[src/rtl/mem_arbiter_if.sv]
// Signal bundle between mem_arbiter, its two requesters (CPU, DMA) and the memory port.
interface mem_arbiter_if #(
  parameter int unsigned ADDR_WIDTH = 16,
  parameter int unsigned DATA_WIDTH = 8
);
  logic                  cpu_req;
  logic                  cpu_we;
  logic [ADDR_WIDTH-1:0] cpu_addr;
  logic [DATA_WIDTH-1:0] cpu_wdata;
  logic                  cpu_ack;
  logic [DATA_WIDTH-1:0] cpu_rdata;
  logic                  cpu_stall;

  logic                  dma_req;
  logic                  dma_we;
  logic [ADDR_WIDTH-1:0] dma_addr;
  logic [DATA_WIDTH-1:0] dma_wdata;
  logic                  dma_lock;
  logic                  dma_ack;
  logic [DATA_WIDTH-1:0] dma_rdata;

  logic                  mem_en;
  logic                  mem_we;
  logic [ADDR_WIDTH-1:0] mem_addr;
  logic [DATA_WIDTH-1:0] mem_wdata;
  logic [DATA_WIDTH-1:0] mem_rdata;

  // Arbiter side
  modport master (
    input  cpu_req, cpu_we, cpu_addr, cpu_wdata,
    input  dma_req, dma_we, dma_addr, dma_wdata, dma_lock,
    input  mem_rdata,
    output cpu_ack, cpu_rdata, cpu_stall,
    output dma_ack, dma_rdata,
    output mem_en, mem_we, mem_addr, mem_wdata
  );

  // Requester / memory side
  modport slave (
    output cpu_req, cpu_we, cpu_addr, cpu_wdata,
    output dma_req, dma_we, dma_addr, dma_wdata, dma_lock,
    output mem_rdata,
    input  cpu_ack, cpu_rdata, cpu_stall,
    input  dma_ack, dma_rdata,
    input  mem_en, mem_we, mem_addr, mem_wdata
  );
endinterface

[src/rtl/mem_arbiter.sv]
// CPU/DMA arbiter and sequencer for the single-port system memory, with DMA burst locking.
// Define ARB_ROUND_ROBIN_EN for round-robin unlocked ties; default build gives ties to DMA.
module mem_arbiter #(
  parameter int unsigned ADDR_WIDTH  = 16,
  parameter int unsigned DATA_WIDTH  = 8,
  parameter int unsigned MEM_LATENCY = 1,
  parameter int unsigned MAX_BURST   = 256
) (
  input  logic          clk,
  input  logic          reset_n,
  mem_arbiter_if.master bus
);

  localparam int unsigned WAIT_W  = 2;
  localparam int unsigned BURST_W = 9;

  typedef enum logic [1:0] {S_IDLE, S_ACCESS, S_WAIT, S_DONE} state_e;

  state_e                state_q;
  logic [WAIT_W-1:0]     wait_q;
  logic [BURST_W-1:0]    burst_q;
  logic                  lock_q;
  logic                  last_cpu_q;
  logic                  we_q;
  logic                  cpu_ack_q;
  logic                  dma_ack_q;
  logic [DATA_WIDTH-1:0] cpu_rdata_q;
  logic [DATA_WIDTH-1:0] dma_rdata_q;
  logic                  mem_en_q;
  logic                  mem_we_q;
  logic [ADDR_WIDTH-1:0] mem_addr_q;
  logic [DATA_WIDTH-1:0] mem_wdata_q;
  logic                  grant_cpu_d;
  logic                  any_req;

  assign any_req = bus.cpu_req | bus.dma_req;

  // Grantee for the next arbitration point; a saturated locked burst yields one CPU slot
  always_comb begin
    grant_cpu_d = bus.cpu_req;
    if (bus.cpu_req && bus.dma_req) begin
      if (lock_q) begin
        grant_cpu_d = (burst_q == BURST_W'(MAX_BURST));
      end else begin
`ifdef ARB_ROUND_ROBIN_EN
        grant_cpu_d = ~last_cpu_q;
`else
        grant_cpu_d = 1'b0;
`endif
      end
    end
  end

  always_ff @(posedge clk or negedge reset_n) begin
    if (!reset_n) begin
      state_q     <= S_IDLE;
      wait_q      <= '0;
      burst_q     <= '0;
      lock_q      <= 1'b0;
      last_cpu_q  <= 1'b0;
      we_q        <= 1'b0;
      cpu_ack_q   <= 1'b0;
      dma_ack_q   <= 1'b0;
      cpu_rdata_q <= '0;
      dma_rdata_q <= '0;
      mem_en_q    <= 1'b0;
      mem_we_q    <= 1'b0;
      mem_addr_q  <= '0;
      mem_wdata_q <= '0;
    end else begin
      mem_en_q  <= 1'b0;
      mem_we_q  <= 1'b0;
      cpu_ack_q <= 1'b0;
      dma_ack_q <= 1'b0;
      case (state_q)
        // DONE arbitrates like IDLE so back-to-back requests lose no cycle
        S_IDLE, S_DONE: begin
          state_q <= S_IDLE;
          if (!bus.dma_req) begin
            lock_q  <= 1'b0;
            burst_q <= '0;
          end
          if (any_req) begin
            state_q    <= S_ACCESS;
            mem_en_q   <= 1'b1;
            last_cpu_q <= grant_cpu_d;
            if (grant_cpu_d) begin
              we_q        <= bus.cpu_we;
              mem_we_q    <= bus.cpu_we;
              mem_addr_q  <= bus.cpu_addr;
              mem_wdata_q <= bus.cpu_wdata;
              burst_q     <= '0;
            end else begin
              we_q        <= bus.dma_we;
              mem_we_q    <= bus.dma_we;
              mem_addr_q  <= bus.dma_addr;
              mem_wdata_q <= bus.dma_wdata;
              if (bus.dma_lock) begin
                lock_q <= 1'b1;
                if (burst_q != BURST_W'(MAX_BURST)) burst_q <= burst_q + BURST_W'(1);
              end else begin
                lock_q  <= 1'b0;
                burst_q <= '0;
              end
            end
          end
        end
        S_ACCESS: begin
          state_q <= S_WAIT;
          wait_q  <= WAIT_W'(MEM_LATENCY - 1);
        end
        S_WAIT: begin
          if (wait_q == '0) begin
            state_q <= S_DONE;
            if (last_cpu_q) begin
              cpu_ack_q <= 1'b1;
              if (!we_q) cpu_rdata_q <= bus.mem_rdata;
            end else begin
              dma_ack_q <= 1'b1;
              if (!we_q) dma_rdata_q <= bus.mem_rdata;
            end
          end else begin
            wait_q <= wait_q - WAIT_W'(1);
          end
        end
        default: state_q <= S_IDLE;
      endcase
    end
  end

  assign bus.cpu_ack   = cpu_ack_q;
  assign bus.dma_ack   = dma_ack_q;
  assign bus.cpu_rdata = cpu_rdata_q;
  assign bus.dma_rdata = dma_rdata_q;
  assign bus.mem_en    = mem_en_q;
  assign bus.mem_we    = mem_we_q;
  assign bus.mem_addr  = mem_addr_q;
  assign bus.mem_wdata = mem_wdata_q;
  assign bus.cpu_stall = bus.cpu_req & ~(last_cpu_q & (state_q != S_IDLE));

endmodule

[src/flat_wrapper.sv]
// flat-port wrapper written by rule: the top's interface ports become plain ports
module mem_arbiter_flat 
#(
  parameter int unsigned ADDR_WIDTH  = 16,
  parameter int unsigned DATA_WIDTH  = 8,
  parameter int unsigned MEM_LATENCY = 1,
  parameter int unsigned MAX_BURST   = 256
)
  (clk, reset_n, bus_cpu_req, bus_cpu_we, bus_cpu_addr, bus_cpu_wdata, bus_dma_req, bus_dma_we, bus_dma_addr, bus_dma_wdata, bus_dma_lock, bus_mem_rdata, bus_cpu_ack, bus_cpu_rdata, bus_cpu_stall, bus_dma_ack, bus_dma_rdata, bus_mem_en, bus_mem_we, bus_mem_addr, bus_mem_wdata);
  mem_arbiter_if #(.ADDR_WIDTH(ADDR_WIDTH), .DATA_WIDTH(DATA_WIDTH)) bus_i ();
  input  logic clk;
  input  logic reset_n;
  input wire logic [$bits(bus_i.cpu_req)-1:0] bus_cpu_req;
  input wire logic [$bits(bus_i.cpu_we)-1:0] bus_cpu_we;
  input wire logic [$bits(bus_i.cpu_addr)-1:0] bus_cpu_addr;
  input wire logic [$bits(bus_i.cpu_wdata)-1:0] bus_cpu_wdata;
  input wire logic [$bits(bus_i.dma_req)-1:0] bus_dma_req;
  input wire logic [$bits(bus_i.dma_we)-1:0] bus_dma_we;
  input wire logic [$bits(bus_i.dma_addr)-1:0] bus_dma_addr;
  input wire logic [$bits(bus_i.dma_wdata)-1:0] bus_dma_wdata;
  input wire logic [$bits(bus_i.dma_lock)-1:0] bus_dma_lock;
  input wire logic [$bits(bus_i.mem_rdata)-1:0] bus_mem_rdata;
  output wire logic [$bits(bus_i.cpu_ack)-1:0] bus_cpu_ack;
  output wire logic [$bits(bus_i.cpu_rdata)-1:0] bus_cpu_rdata;
  output wire logic [$bits(bus_i.cpu_stall)-1:0] bus_cpu_stall;
  output wire logic [$bits(bus_i.dma_ack)-1:0] bus_dma_ack;
  output wire logic [$bits(bus_i.dma_rdata)-1:0] bus_dma_rdata;
  output wire logic [$bits(bus_i.mem_en)-1:0] bus_mem_en;
  output wire logic [$bits(bus_i.mem_we)-1:0] bus_mem_we;
  output wire logic [$bits(bus_i.mem_addr)-1:0] bus_mem_addr;
  output wire logic [$bits(bus_i.mem_wdata)-1:0] bus_mem_wdata;
  assign bus_i.cpu_req = bus_cpu_req;
  assign bus_i.cpu_we = bus_cpu_we;
  assign bus_i.cpu_addr = bus_cpu_addr;
  assign bus_i.cpu_wdata = bus_cpu_wdata;
  assign bus_i.dma_req = bus_dma_req;
  assign bus_i.dma_we = bus_dma_we;
  assign bus_i.dma_addr = bus_dma_addr;
  assign bus_i.dma_wdata = bus_dma_wdata;
  assign bus_i.dma_lock = bus_dma_lock;
  assign bus_i.mem_rdata = bus_mem_rdata;
  assign bus_cpu_ack = bus_i.cpu_ack;
  assign bus_cpu_rdata = bus_i.cpu_rdata;
  assign bus_cpu_stall = bus_i.cpu_stall;
  assign bus_dma_ack = bus_i.dma_ack;
  assign bus_dma_rdata = bus_i.dma_rdata;
  assign bus_mem_en = bus_i.mem_en;
  assign bus_mem_we = bus_i.mem_we;
  assign bus_mem_addr = bus_i.mem_addr;
  assign bus_mem_wdata = bus_i.mem_wdata;
  mem_arbiter #(.ADDR_WIDTH(ADDR_WIDTH), .DATA_WIDTH(DATA_WIDTH), .MEM_LATENCY(MEM_LATENCY), .MAX_BURST(MAX_BURST)) u_core (.clk(clk), .reset_n(reset_n), .bus(bus_i));
endmodule
[config.mk]
export PLATFORM = sky130hd
export DESIGN_NAME = mem_arbiter_flat
export DESIGN_NICKNAME = d
export VERILOG_FILES = /design/src/rtl/mem_arbiter_if.sv /design/src/rtl/mem_arbiter.sv /design/src/flat_wrapper.sv
export SDC_FILE = /design/constraint.sdc
export NUM_CORES = 1
export LEC_CHECK = 0
export ABC_AREA = 1
export CAP_MARGIN = 15
export CELL_PAD_IN_SITES_DETAIL_PLACEMENT = 1
export CELL_PAD_IN_SITES_GLOBAL_PLACEMENT = 1
export CORE_MARGIN = 8
export CORE_UTILIZATION = 29
export CTS_CLUSTER_SIZE = 8
export DETAILED_ROUTE_END_ITERATION = 8
export PLACE_DENSITY = 0.79
export SKIP_LAST_GASP = 1
export SYNTH_ARGS = -nofsm -noshare
export SYNTH_HDL_FRONTEND = slang
export SYNTH_SLANG_ARGS = --single-unit
[constraint.sdc]
create_clock -name clk -period 1.6 [get_ports clk]
set_input_delay 0.48 -clock clk [delete_from_list [all_inputs] [get_ports clk]]
set_output_delay 0.48 -clock clk [all_outputs]
set_load 0.005 [all_outputs]
==> results.txt, run 1 <==
Slew @ Worst Pin = 0.323 ns
Io pins = 108
FF-to-FF path depth = 9
Starting Density = 29.9%
Multi-input logic area = 1550 um2
Most frequent cells in the layout = 101 x nand2_1, 72 x inv_1, 60 x clkdlybuf4s50_1, 60 x dfrtp_1, 45 x dlygate4sd2_1
Status = finished, violations left
Cell-internal power = 5.03 mW
Count of final setup violators = 8
Syn Nets = 477
Final Critical Period = 1.71 ns
Fmax = 586 MHz
Worst setup EP type = output port
ANT nets after route = 0
Failing checks = negative setup slack
Clk buf depth = 2
Root buffer selected by CTS = clkbuf_8
Area leader, netlist = dfrtp_1
Layout fillers = 1243
GPL Wtd Cong = 0.784
Post-synthesis cell area = 3090 um2
Leakage = 2.70 nW
Vias = 3171
Sequential share of the synthesized area = 48.6%
P per Cell Area = 1600 nW/um2
Routed wire length per instance = 16.3 um
Final Cell Area = 5180 um2
Fin nets = 617
Placed cell areas = 4470 um2
First-pass GRT wire length = 15.9 mm
Core ar. = 10300 um2
Finished Layout Cells = 691
Fraction of layout cells with a size suffix above 1 = 24.7%
Yosys top cell area share = 48.6%
Switch share = 39.4%
Die footprint = 14200 um2
Hold violation total from the final report = 0
Initial antenna violation count = 1
Post-DP HPWL = 7.45 mm
DRC viols = 0
Inst Count DP = 662
Pwr Total = 8.31 mW
Final slew viol count = 0
CTS H-tree lvls = 3
Grt ovf = 0
Comb power frac = 50.4%
Clk pwr share = 18.6%
Gr usage total = 13.6%
WL final = 11.2 mm
Commonest non-fill, non-tap cell in the layout = nand2_1
Avg Inst Size Synth = 7.55 um2
Sw Pwr = 3.28 mW
Crit path DAT = 1.23 ns
Row count = 37
CP Launch Type = register
Area delta synth->final = 67.9%
Reg area = 1500 um2
RSZ-0062 raised after global routing = yes
CP required = 1.12 ns
Setup CP Type = register to output port
Worst-path clk slew = 0.08 ns
Leading post-synthesis cells by cell area = dfrtp_1 49%, nand2_1 16%, nand3_1 9.6%
Hold crit path type = input pin to async pin
Mapped Cells = 409
Hold-fix buffers, CTS = 0
Flop pwr share = 31.0%
VDD IR max = 0.000624 V
#FFs+latches synth = 60
Layout Skew = 0.0102 ns
CTS tree = built
CTS sink cnt = 60
Hold slack = 0.129 ns
Initial DRC Count = 109
Routed vias/inst = 4.59
Synth cell types = 26
Critical path fanouts, max = 2
Yosys Warn Count = 0
Largest net degree at the start of global routing = 61
Slew HR = 78.5%
Max_cap viols = 0
Port-buffer cells = 107
Cts bufs inserted = 9
Setup WS post-layout = -0.105 ns
Final Cycle Share = 107%
Clock Latency Late Sink = 0.33 ns
First-pass DRT Iterations = 4
Die width = 119 um
Chip height = 119 um
Vias in the first global route = 3386
-- stage by stage --
stage / setup TNS (ns) / setup slack, ns / utilization (%)
finish: -0.301 / -0.105 / 50.2
global route: -3.13 / -0.173 / 50.2
CTS: -0.124 / -0.124 / 45.3
detailed placement: -17.06 / -0.555 / 43.3
global placement: -15.90 / -0.541 / 43.3
floorplan: 0 / 0.00358 / -
-- critical path: stages, from the launching register on --
cell and delay (ns):
dfrtp_1 0.37, inv_2 0.06, ha_4 0.15, o21a_1 0.19, buf_2 0.13
-- registers in the layout, summed over array words and instances, names as in the netlist --
signal,cells
u_core.bus.mem_addr,16
u_core.burst_q,9
u_core.bus.cpu_rdata,8
u_core.bus.dma_rdata,8
u_core.bus.mem_wdata,8
u_core.state_q,2
u_core.wait_q,2
u_core.bus.cpu_ack,1
u_core.bus.dma_ack,1
u_core.bus.mem_en,1
u_core.bus.mem_we,1
u_core.last_cpu_q,1
u_core.lock_q,1
u_core.we_q,1
-- path summary, 6_finish.rpt --
check / end / startpoint / slack [ns]
hold / removal: u_core.bus.mem_addr[2]$_DFFE_PN0P_ / reset_n / 0.13
max in group asynchronous: u_core.burst_q[7]$_DFFE_PN0N_ / reset_n / 1.19
min in group clk: u_core.bus.mem_addr[7]$_DFFE_PN0P_ / u_core.bus.mem_addr[7]$_DFFE_PN0P_ / 0.48
hold reg to reg: u_core.bus.mem_addr[7]$_DFFE_PN0P_ / u_core.bus.mem_addr[7]$_DFFE_PN0P_ / 0.48
setup reg to reg: u_core.bus.mem_addr[6]$_DFFE_PN0P_ / u_core.burst_q[3]$_DFFE_PN0N_ / -0.05
setup / recovery: bus_cpu_stall / u_core.state_q[1]$_DFFE_PN0P_ / -0.11
-- power groups by stage --
stage	sequential, mW	combinational [mW]	clock (mW)
2_1_floorplan	2.58	1.65	0
3_3_place_gp	2.57	3.87	0
3_5_place_dp	2.59	4.00	0
4_1_cts	2.55	3.75	1.57
5_1_grt	2.65	4.68	1.66
6_report	2.57	4.18	1.55
-- per-layer routing --
metal / up-vias / routed length [um] / GRT usage (%)
met1: 1551 / 4440 / 16.0
met3: 8 / 621 / 4.63
met5: - / 0 / 0
li1: 1526 / - / -
met4: 0 / 98 / 5.38
met2: 86 / 6090 / 22.3
-- area by class of cell --
type                       instances  share of cell area, %
timing repair buffer             145                   27.6
inverter                          82                   5.94
clock inverter                     7                   1.91
antenna                            1                 0.0483
tap                              136                   3.28
clock buffer                       9                   2.39
sequential                        60                   29.0
multi-input combinational        251                   29.8
-- synthesized netlist by cell type (all sizes together) --
cell type / n
a31oi: 1
o21a: 1
nand2: 133
clkbuf: 6
o211ai: 1
dfrtp: 60
a21oi: 2
o32ai: 1
ha: 5
nor2: 13
o21ai: 29
nand4: 2
inv: 82
buf: 10
nand3: 60
xor2: 3
-- logic make-up after synthesis --
kind of cell / after synthesis / share of synthesized area, %
xor+xnor: 3 / 0.851
flops: 60 / 48.6
compound gates: 35 / 6.00
simple gates: 208 / 29.5
fa+ha+maj: 5 / 2.03
buf+inv: 98 / 13.0
-- what timing repair did --
item / in CTS / in global routing
pin swaps: 1 / 43
cloned: 0 / 3
buffers inserted: 5 / 4
setup endpoints to repair: 83 / 43
resized for setup: 51 / 100
No activity file was read; power rests on OpenSTA's default activity.
==> inputs of run 2 (changes only) <==
--- a/config.mk
+++ b/config.mk
@@ -6,12 +6,10 @@
 export NUM_CORES = 1
 export LEC_CHECK = 0
 export ABC_AREA = 1
-export CAP_MARGIN = 15
 export CELL_PAD_IN_SITES_DETAIL_PLACEMENT = 1
 export CELL_PAD_IN_SITES_GLOBAL_PLACEMENT = 1
 export CORE_MARGIN = 8
 export CORE_UTILIZATION = 29
-export CTS_CLUSTER_SIZE = 8
 export DETAILED_ROUTE_END_ITERATION = 8
 export PLACE_DENSITY = 0.79
 export SKIP_LAST_GASP = 1
==> results of run 2 <==
No change in the layout: final DEF, timing and power equal those of run 1.
==> inputs of run 3 (changes only) <==
--- a/config.mk
+++ b/config.mk
@@ -5,13 +5,13 @@
 export SDC_FILE = /design/constraint.sdc
 export NUM_CORES = 1
 export LEC_CHECK = 0
-export ABC_AREA = 1
 export CELL_PAD_IN_SITES_DETAIL_PLACEMENT = 1
 export CELL_PAD_IN_SITES_GLOBAL_PLACEMENT = 1
 export CORE_MARGIN = 8
-export CORE_UTILIZATION = 29
+export CORE_UTILIZATION = 31
+export CTS_BUF_LIST = sky130_fd_sc_hd__clkbuf_2
 export DETAILED_ROUTE_END_ITERATION = 8
-export PLACE_DENSITY = 0.79
+export PLACE_DENSITY = 0.81
 export SKIP_LAST_GASP = 1
 export SYNTH_ARGS = -nofsm -noshare
 export SYNTH_HDL_FRONTEND = slang
==> run 3 against run 2 <==
The run still ends with negative setup slack left; final area down 12%; maximum frequency down 7.4%; via count down 21%; highest routed layer unchanged; sequential power down 4%; register-to-register slack worse by 0.19 ns; flip-flop and latch count unchanged; worst hold slack better by 0.34 ns; wire length down 14%; combinational power down 4%.
==> results.txt, run 3 <==
Avg Inst Size Synth = 11.4 um2
Vias in the first global route = 2850
Routed wire length per instance = 18.5 um
Finished Layout Cells = 520
Fmax = 543 MHz
CP Launch Type = register
ANT nets after route = 0
GPL Wtd Cong = 0.748
Clock Latency Late Sink = 0.48 ns
Post-synthesis adder-cell area fraction = 2.26%
Status = finished, violations left
#FFs+latches synth = 60
Placed cell areas = 4220 um2
Post-synthesis mux area share = 16.3%
Setup tns final = -5.23 ns
CTS sink cnt = 60
Main combinational cell family by area after synthesis = multiplexers
Final Cell Area = 4570 um2
Clk pwr share = 13.5%
Max_cap viols = 0
Syn Nets = 311
Critical path fanouts, max = 4
Post-synthesis cell area = 2770 um2
VDD IR max = 0.000685 V
Hold violation total from the final report = 0
Setup WS post-layout = -0.242 ns
Area delta synth->final = 64.8%
Comb power frac = 53.6%
Die width = 111 um
Gr usage total = 15.1%
First-pass GRT wire length = 15.1 mm
CTS H-tree lvls = 3
Initial DRC Count = 95
Final Cycle Share = 115%
Synth cell types = 31
Worst-path clk slew = 0.23 ns
Routed vias/inst = 4.84
Commonest non-fill, non-tap cell in the layout = clkdlybuf4s50_1
Slew HR = 74.1%
First-pass DRT Iterations = 3
Reg-to-reg critical path endpoint = u_core.we_q$_DFFE_PN0P_
Post-synthesis xor/xnor area fraction = 0.631%
Post-synth EDFFs = 0
Post-DP HPWL = 6.41 mm
Row count = 34
Final Critical Period = 1.84 ns
Most frequent cells in the layout = 61 x clkdlybuf4s50_1, 60 x dfrtp_1, 46 x buf_2
WL final = 9.62 mm
Setup slack, reg-to-reg = -0.24 ns
Synth Area in Simple Gates = 11.0%
Area leader, netlist = dfrtp_1
Port-buffer cells = 107
Worst setup EP type = register
Sw Pwr = 2.88 mW
Clk buf depth = 2
Count leader, synth = dfrtp_1
Setup crit start = u_core.burst_q[1]$_DFFE_PN0N_
Worst reg2reg startpoint = u_core.burst_q[1]$_DFFE_PN0N_
Setup CP Type = register to register
Core ar. = 8720 um2
RSZ-0062 raised after global routing = yes
Leading post-synthesis cells by cell area = dfrtp_1 54%, mux2i_1 9.4%, mux2_2 6.9%
Initial antenna violation count = 0
Yosys Warn Count = 0
CTS tree = built
Leakage = 2.12 nW
CP Capture Point = u_core.we_q$_DFFE_PN0P_
Chip height = 111 um
Synth top cells by count = 60 x dfrtp_1, 29 x a21oi_1, 28 x nor2_1, 26 x mux2i_1, 17 x mux2_2
Inst Count DP = 477
Max reg flops = 16
Antenna Cells = 0
Most used flip-flop cell after synthesis = dfrtp_1
Yosys top cell area share = 54.1%
P per Cell Area = 1650 nW/um2
Layout Skew = 0.0267 ns
Final slew viol count = 0
Flop pwr share = 32.9%
Crit path DAT = 2.23 ns
Failing checks = negative setup slack
Cell-internal power = 4.64 mW
Starting Density = 31.8%
Io pins = 108
Die footprint = 12200 um2
Root buffer selected by CTS = clkbuf_2
Fin nets = 475
Post-synthesis compound-gate area fraction = 10.9%
DRC viols = 0
Switch share = 38.3%
Largest net degree at the start of global routing = 61
FF-to-FF path depth = 8
Slew @ Worst Pin = 0.389 ns
Vias = 2515
Sequential share of the synthesized area = 54.1%
Pwr Total = 7.52 mW
Mapped Cells = 243
CP required = 1.99 ns
Grt ovf = 0
Hold crit path type = input pin to async pin
Asr flop ratio synth = 100%
Cts bufs inserted = 9
Count of final setup violators = 36
Fraction of layout cells with a size suffix above 1 = 41.5%
run 3: cell types whose count changed after synthesis, moves of 4 or more:
cell     change
o21ai_1     -25
mux2_2      +17
mux2i_1     +26
nand3_1     -56
inv_1       -66
inv_2        -5
a22o_1       +4
nand2_1    -116
nor2_1      +18
a21oi_1     +27
run 3: critical path, stage by stage, from the launching register on:
cell and delay, ns:
dfrtp_1 0.39, inv_1 0.05, ha_2 0.18, nor4b_4 0.14, a32oi_4 0.40, buf_12 0.16
buf_6 0.09, mux2i_4 0.27, a21oi_2 0.08
run 3: layout make-up:
| type | instances | area, um2 |
|---|---|---|
| flip-flops and latches | 60 | 1500 |
| clock buffers | 9 | 45.0 |
| inverters | 12 | 45.0 |
| fillers | 961 | 4150 |
| clock inverters | 7 | 75.1 |
| well taps | 108 | 135 |
| repair buffers | 163 | 1360 |
| multi-input cells | 161 | 1410 |
run 3: routing by layer:
metal  GRT usage, %  vias up  routed length (um)
li1               -     1180                   -
met1           15.6     1262                3820
met2           27.5       64                5120
met3           6.06        9                 571
met4           4.05        0                 114
met5              0        -                   0
run 3: how the worst min path moves through the flow:
stage | cells after the start | startpoint | endpoint
floorplan | 0 | reset_n | u_core.burst_q[0]$_DFFE_PN0N_
global placement | 2 | u_core.wait_q[1]$_DFFE_PN0P_ | u_core.wait_q[1]$_DFFE_PN0P_
detailed placement | 1 | u_core.wait_q[0]$_DFFE_PN0P_ | u_core.wait_q[0]$_DFFE_PN0P_
CTS | 3 | reset_n | u_core.bus.cpu_rdata[6]$_DFFE_PN0P_
global route | 3 | reset_n | u_core.bus.dma_rdata[0]$_DFFE_PN0P_
finish | 3 | reset_n | u_core.bus.dma_rdata[0]$_DFFE_PN0P_
run 3: power groups by stage:
stage | Combinational [mW] | Clock [mW] | Sequential [mW]
after global routing | 4.41 | 1.12 | 2.55
final | 4.03 | 1.02 | 2.48
after floorplan | 1.51 | 0 | 2.55
after global placement | 3.58 | 0 | 2.48
after detailed placement | 3.75 | 0 | 2.53
after CTS | 3.71 | 1.06 | 2.47
run 3: repair_timing:
item,4_1_cts,5_1_grt
pin swaps,21,11
endpoints found under the setup margin,96,88
hold buffers,1,0
endpoints found under the hold margin,60,0
cloned,3,0
gates resized for setup,214,28
setup buffers,17,14
run 3: through the flow:
step / setup WS, ns / hold WS [ns] / util, %
after global routing: -0.358 / 0.445 / 52.4
after detailed placement: -0.558 / 0.494 / 48.4
after CTS: -0.306 / 0.438 / 51.0
after floorplan: -0.0990 / 0.184 / -
final: -0.242 / 0.465 / 52.4
after global placement: -0.556 / 0.462 / 48.4
run 3: kinds of logic after synthesis:
group / after synthesis
xor+xnor: 2
buf+inv: 23
compound gates: 51
mux: 43
fa+ha+maj: 5
flops: 60
simple gates: 59
